--- src/rtl/alu_seq_pkg.sv ---
// rtl/alu_seq_pkg.sv - shared state encodings and widths for the ALU command sequencer
package alu_seq_pkg;

  localparam int OPCODE_W = 2;
  localparam int DATA_W   = 4;

  // 2'b11 is unused and decodes back to ST_IDLE.
  typedef enum logic [1:0] {
    ST_IDLE = 2'b00,
    ST_EXEC = 2'b01,
    ST_HOLD = 2'b10
  } seq_state_t;

endpackage

--- src/rtl/alu_cmd_sequencer.sv ---
// rtl/alu_cmd_sequencer.sv - single-outstanding command sequencer for an external 4-bit ALU
//
// Ports:
//   clk, rst                  rising-edge clock, synchronous active-high reset
//   cmd_valid_in/ready_out    command handshake (ready only in IDLE)
//   opcode_in, a_in, b_in     command fields
//   chain_in                  use the last result in place of a_in
//   opcode_out, a_out, b_out  registered operands driven to the ALU
//   y_in                      combinational ALU result
//   res_valid_out/ready_in    result handshake (valid only in HOLD)
//   res_out                   registered result
//   op_count_out              results consumed, wraps modulo 2^CNT_W
module alu_cmd_sequencer
  import alu_seq_pkg::*;
#(
  parameter int CNT_W = 8
) (
  input  logic                clk,
  input  logic                rst,
  input  logic                cmd_valid_in,
  output logic                cmd_ready_out,
  input  logic [OPCODE_W-1:0] opcode_in,
  input  logic [DATA_W-1:0]   a_in,
  input  logic [DATA_W-1:0]   b_in,
  input  logic                chain_in,
  output logic [OPCODE_W-1:0] opcode_out,
  output logic [DATA_W-1:0]   a_out,
  output logic [DATA_W-1:0]   b_out,
  input  logic [DATA_W-1:0]   y_in,
  output logic                res_valid_out,
  input  logic                res_ready_in,
  output logic [DATA_W-1:0]   res_out,
  output logic [CNT_W-1:0]    op_count_out
);

  seq_state_t state_q;
  seq_state_t state_d;

  logic [OPCODE_W-1:0] opcode_q;
  logic [DATA_W-1:0]   a_q;
  logic [DATA_W-1:0]   b_q;
  logic [DATA_W-1:0]   res_q;
  logic [DATA_W-1:0]   last_q;
  logic [CNT_W-1:0]    count_q;

  logic cmd_accept;
  logic res_accept;

  assign cmd_accept = (state_q == ST_IDLE) && cmd_valid_in;
  assign res_accept = (state_q == ST_HOLD) && res_ready_in;

  // State register
  always_ff @(posedge clk) begin
    if (rst) begin
      state_q <= ST_IDLE;
    end else begin
      state_q <= state_d;
    end
  end

  // Next-state logic; EXEC always lasts one cycle so the ALU can settle
  always_comb begin
    state_d = ST_IDLE;
    case (state_q)
      ST_IDLE: state_d = cmd_valid_in ? ST_EXEC : ST_IDLE;
      ST_EXEC: state_d = ST_HOLD;
      ST_HOLD: state_d = res_ready_in ? ST_IDLE : ST_HOLD;
      default: state_d = ST_IDLE;
    endcase
  end

  // Handshake outputs depend on registered state only
  always_comb begin
    cmd_ready_out = 1'b0;
    res_valid_out = 1'b0;
    case (state_q)
      ST_IDLE: cmd_ready_out = 1'b1;
      ST_HOLD: res_valid_out = 1'b1;
      default: begin
        cmd_ready_out = 1'b0;
        res_valid_out = 1'b0;
      end
    endcase
  end

  // Operand, result and counter registers. Operands only change on
  // acceptance, so commands offered outside IDLE leave them untouched.
  always_ff @(posedge clk) begin
    if (rst) begin
      opcode_q <= '0;
      a_q      <= '0;
      b_q      <= '0;
      res_q    <= '0;
      last_q   <= '0;
      count_q  <= '0;
    end else begin
      if (cmd_accept) begin
        opcode_q <= opcode_in;
        a_q      <= chain_in ? last_q : a_in;
        b_q      <= b_in;
      end
      if (state_q == ST_EXEC) begin
        res_q  <= y_in;
        last_q <= y_in;
      end
      if (res_accept) begin
        count_q <= count_q + CNT_W'(1);
      end
    end
  end

  assign opcode_out   = opcode_q;
  assign a_out        = a_q;
  assign b_out        = b_q;
  assign res_out      = res_q;
  assign op_count_out = count_q;

endmodule

--- config.mk ---
export PLATFORM = sky130hd
export DESIGN_NAME = alu_cmd_sequencer
export DESIGN_NICKNAME = d
export VERILOG_FILES = /design/src/rtl/alu_seq_pkg.sv /design/src/rtl/alu_cmd_sequencer.sv
export SDC_FILE = /design/constraint.sdc
export NUM_CORES = 1
export LEC_CHECK = 0
export CORE_MARGIN = 2
export CORE_UTILIZATION = 36
export DETAILED_ROUTE_END_ITERATION = 10
export PLACE_DENSITY = 0.82
export REMOVE_ABC_BUFFERS = 1
export SETUP_SLACK_MARGIN = 0.15
export SLEW_MARGIN = 20
export SYNTH_ARGS = -nofsm -noshare
export SYNTH_HDL_FRONTEND = slang
export SYNTH_SLANG_ARGS = --single-unit
--- constraint.sdc ---
create_clock -name clk -period 1.3 [get_ports clk]
set_input_delay 0.26 -clock clk [delete_from_list [all_inputs] [get_ports clk]]
set_output_delay 0.26 -clock clk [all_outputs]
set_load 0.005 [all_outputs]
; ---- Word level (Yosys, flattened, before mapping)
; Cells that the tools add are included.
[word_totals]
register_bits = 24
in_bits = 19
out_inout_bits = 24
wordCells = 18
[classes]
addsub = 1
n_eq_ne = 2
n_mux = 6
reduce_logical = 3
[op_table]
columns = op, n
row1 = "8-bit by 1-bit adder with 8-bit output, second input constant", 1
row2 = 2-bit case mux with 3 select lines, 1
row3 = 4-bit 2-to-1 mux, 1
row4 = 1-bit 2-to-1 mux, 3
row5 = "2-bit by 1-bit equality test with 1-bit output, second input constant", 1
row6 = "2-bit equality test, second input constant", 1
row7 = 1-bit logical AND, 2
row8 = 2-bit zero test, 1
row9 = 2-bit 2-to-1 mux, 1

; ---- Longest topological paths before layout
[logic_depth]
word_depth = 2
ltp_mapped = 4
mapped_depth_nobuf = 4

; ---- Least setup slack after synthesis
; No wires, ideal clock.
[synth_timing]
kind = reg-to-reg
start = register state_q[1]
end = register opcode_q[0], in the netlist opcode_out[0]
setup_ns = 0.128
arrival_ns = 1.158
required_ns = 1.172
slack_ns = 0.014
stages_incl_launch_ff = 5
path_buffers = 1
period_less_slack_ns = 1.286
path_cell_list = dfxtp_1 > nor3b_4 > buf_4 > mux2i_1 > nor2_1
[synth_between]
elab_chain_cells = 2
[synth_rtl]
columns = item, line_no
row1 = from (decl), alu_cmd_sequencer.sv:36  ; seq_state_t state_q;
row2 = from (signal assigned), alu_cmd_sequencer.sv:57  ; state_q <= state_d;
row3 = 2-bit zero test, alu_cmd_sequencer.sv:49  ; assign cmd_accept = (state_q == ST_IDLE) && cmd_valid_in;
row4 = 1-bit logical AND, alu_cmd_sequencer.sv:49
row5 = to (signal assigned), alu_cmd_sequencer.sv:98  ; opcode_q <= opcode_in;
row6 = to (decl), alu_cmd_sequencer.sv:39  ; logic [OPCODE_W-1:0] opcode_q;
; No other way between the ends.
; A chain may end at the register's enable or synchronous reset.

; ---- Final worst setup path
[layout_timing]
start = register state_q[1]
end = register count_q[7], in the netlist op_count_out[7]
[layout_between]
elab_chain_cells = 2
[layout_rtl]
columns = item, line_no
row1 = 2-bit equality test, alu_cmd_sequencer.sv:50  ; assign res_accept = (state_q == ST_HOLD) && res_ready_in;
row2 = 1-bit logical AND, alu_cmd_sequencer.sv:50
row3 = to (signal assigned), alu_cmd_sequencer.sv:107  ; count_q <= count_q + CNT_W'(1);
row4 = to (decl), alu_cmd_sequencer.sv:44  ; logic [CNT_W-1:0] count_q;
; No other way between the ends.

==> impl_results.md <==
* Clock buffer depth at 2
* Cell Pwr Density at 847 nW/µm²
* Largest cells by area after synthesis: dfxtp_1 (49%), mux2i_1 (15%), nor2_1 (6.9%), a21oi_1 (3.1%), a211oi_1 (3.1%)
* H-tree Lvls at 1
* Asr flop ratio synth at 0
* Port Buffers at 42
* Critical Path, Cell by Cell: buf_6, buf_6, nand3b_4, or4_4, a21oi_2
* DRC at 0
* Slew @ Worst Pin at 0.282 ns
* R2R Path Start: state_q[1]$_SDFF_PP0_
* Die Span Y at 56.0 µm
* DP HPWL at 1770 µm
* Via count at 1047
* Vias in the first global route at 1007
* Clock sink count at 24
* Period utilisation layout at 1.06
* Post-Syn Instances at 97
* Worst Path Required at 1.57 ns
* Detailed Routing Iterations Pass 1 at 4
* Max Slew Vio Count at 0
* Final WS setup at -0.0766 ns
* CP max stage delay at 0.52 ns
* Share of layout cells above drive strength 1 at 0.607
* Initial antenna violation count at 0
* Most used cell, CP: buf_6
* Clock latency on the worst-skew pair at 0.32 ns
* Area leader, netlist: dfxtp_1
* Crit path kind: reg2reg
* N_diodes at 0
* Hold Startpoint: b_out[2]$_SDFFE_PP0P_
* CTS root buf: clkbuf_4
* Final wirelength at 2940 µm
* Crit path max fanout at 4
* Hold Path End: b_out[2]$_SDFFE_PP0P_
* Worst EP arrival at 1.64 ns
* Clk pin slew, worst setup/hold paths at 0.13 ns
* Total global routing overflow at 0
* Final core occ at 0.727
* Final Hold Vio Count at 0
* Element type at the critical path end: flip-flop
* Post-synth EDFFs at 0
* Fmax at 726 MHz
* Cell variety after synth at 22
* Reg2Reg Setup Slack at -0.08 ns
* Reg-to-Reg End: op_count_out[7]$_SDFFE_PP0P_
* Post-synthesis sequential area ratio at 0.494
* Cell with the most instances after synthesis: dfxtp_1
* Syn_area_per_cell at 10.0 µm²
* Unrepaired setup endpoints after global routing: true
* Nets at 194
* Std cell rows at 18
* Routed Antenna Nets at 0
* Setup TNS at -0.387 ns
* Layout Area Growth over Synthesis at 88.7%
* Die X at 56.0 µm
* CP max stage cell: or4_4
* Synth Flop Type: dfxtp_1
* Synth top area share at 0.494
* CTS Buf Count at 3
* FF-to-FF path depth at 5
* Most frequent cells after synthesis: dfxtp_1 (24), nor2_1 (18), mux2i_1 (15)
* Ports at 43
* Clk_skew at 0.00215 ns
* Max Cap Viol at 0
* Failing checks: negative setup slack
* GRT Util Overall at 0.181
* TritonCTS clock tree: built
* First-pass GRT wire length at 4530 µm
* Vias per inst at 5.16
* Outcome: finished, violations left
* Synthesized flop and latch total at 24
* Worst setup SP type: flip-flop
* Die Area at 3130 µm²
* Pleak at 0.833 nW
* Total power draw at 1.55 mW
* Final setup viols at 14
* Peak supply drop at 0.885 mV
* HP Class: reg2reg
* Fin crit period at 1.38 ns
* Hold path cells at 2
* Ys Warns at 0
* Average wire per standard cell at 14.5 µm
* Core Area at 2520 µm²
* Initial core utilization at 0.385
* Maximum number of pins on one net before global-route repair at 25
* Initial DRC Count at 25
* Gpl congestion at 0.799
* CTS Hold Bufs at 0
* Fillers at 192
* Synthesized area at 972 µm²
* Rel. slew slack at 0.810
-- state kept, by name (all words and copies together), names as in the netlist --
name          count
opcode_out        2
b_out             4
state_q           2
a_out             4
last_q            4
op_count_out      8
-- layout make-up --
cell class                 instances  area (µm²)  share of cell area
sequential                        24         515               0.281
timing repair buffer              77         673               0.367
multi-input combinational         68         572               0.312
clock buffer                       4        36.3              0.0198
tap                               30        37.5              0.0205
-- critical path, delay by kind of cell (launching register included) --
family,cells,cell delay (ns)
AOI/OAI and AO/OA,1,0.14
DFF,1,0.37
buffers and inverters,2,0.19
and+or+nand+nor,2,0.62
-- kinds of logic (layout without fill, tap and decap cells) --
kind of cell	count (synthesis)	in the layout	share of synthesized area
multiplexers	15	15	0.154
buffers and inverters	5	81	0.0232
adder cells (fa/ha/maj)	1	1	0.0129
flip-flops	24	24	0.494
AO/OA/AOI/OAI	15	15	0.0927
AND/OR/NAND/NOR	35	35	0.205
XOR/XNOR	2	2	0.0180
-- power by group --
part,leakage (nW),switching [mW],internal (mW),total [mW]
combinational,0.606,0.133,0.215,0.348
clock,0.0210,0.233,0.172,0.404
sequential,0.207,0.0261,0.774,0.800
-- cells in the final DEF (no fill, tap or decap), types with 3 or more instances in the layout --
cell	n
nor2_1	14
clkbuf_2	14
clkdlybuf4s50_1	18
mux2i_1	15
buf_4	21
buf_2	6
buf_6	14
a21oi_1	4
or3_1	3
o21ai_0	3
nor2_4	4
clkbuf_4	3
a211oi_2	4
dfxtp_2	22
-- worst max path at each step --
stage | from | endpoint | slack, ns | cells past startpoint
5_1_grt | state_q[1]$_SDFF_PP0_ | op_count_out[7]$_SDFFE_PP0P_ | -0.12 | 5
3_5_place_dp | res_ready_in | op_count_out[5]$_SDFFE_PP0P_ | -0.35 | 4
3_3_place_gp | res_ready_in | op_count_out[7]$_SDFFE_PP0P_ | -0.30 | 4
6_report | state_q[1]$_SDFF_PP0_ | op_count_out[7]$_SDFFE_PP0P_ | -0.08 | 5
2_1_floorplan | state_q[1]$_SDFF_PP0_ | b_out[0]$_SDFFE_PP0P_ | 0.02 | 3
4_1_cts | state_q[1]$_SDFF_PP0_ | op_count_out[7]$_SDFFE_PP0P_ | -0.06 | 5
-- metrics by stage --
step	worst slack [ns]	hold WS [ns]	cell area, µm²	std cells
after floorplan	0.0196	0.329	950	92
after global placement	-0.298	0.465	1520	176
after detailed placement	-0.351	0.486	1520	176
after CTS	-0.0585	0.506	1850	200
after global routing	-0.119	0.524	1830	203
final	-0.0766	0.503	1830	203
-- timing repair --
action / in CTS / in global routing
setup buffers: 19 / 3
gates cloned: 1 / 0
gates resized for setup: 116 / 26
pin swaps: 14 / 2
setup endpoints to repair: 44 / 42
-- layer usage --
layer | vias up | track usage | wire (µm)
li1 | 495 | - | -
met4 | 0 | 0.0238 | 14
met5 | - | 0 | 0
met1 | 503 | 0.208 | 1130
met3 | 2 | 0.0581 | 206
met2 | 47 | 0.333 | 1590
Note: power is estimated with default switching activity, not from simulation.
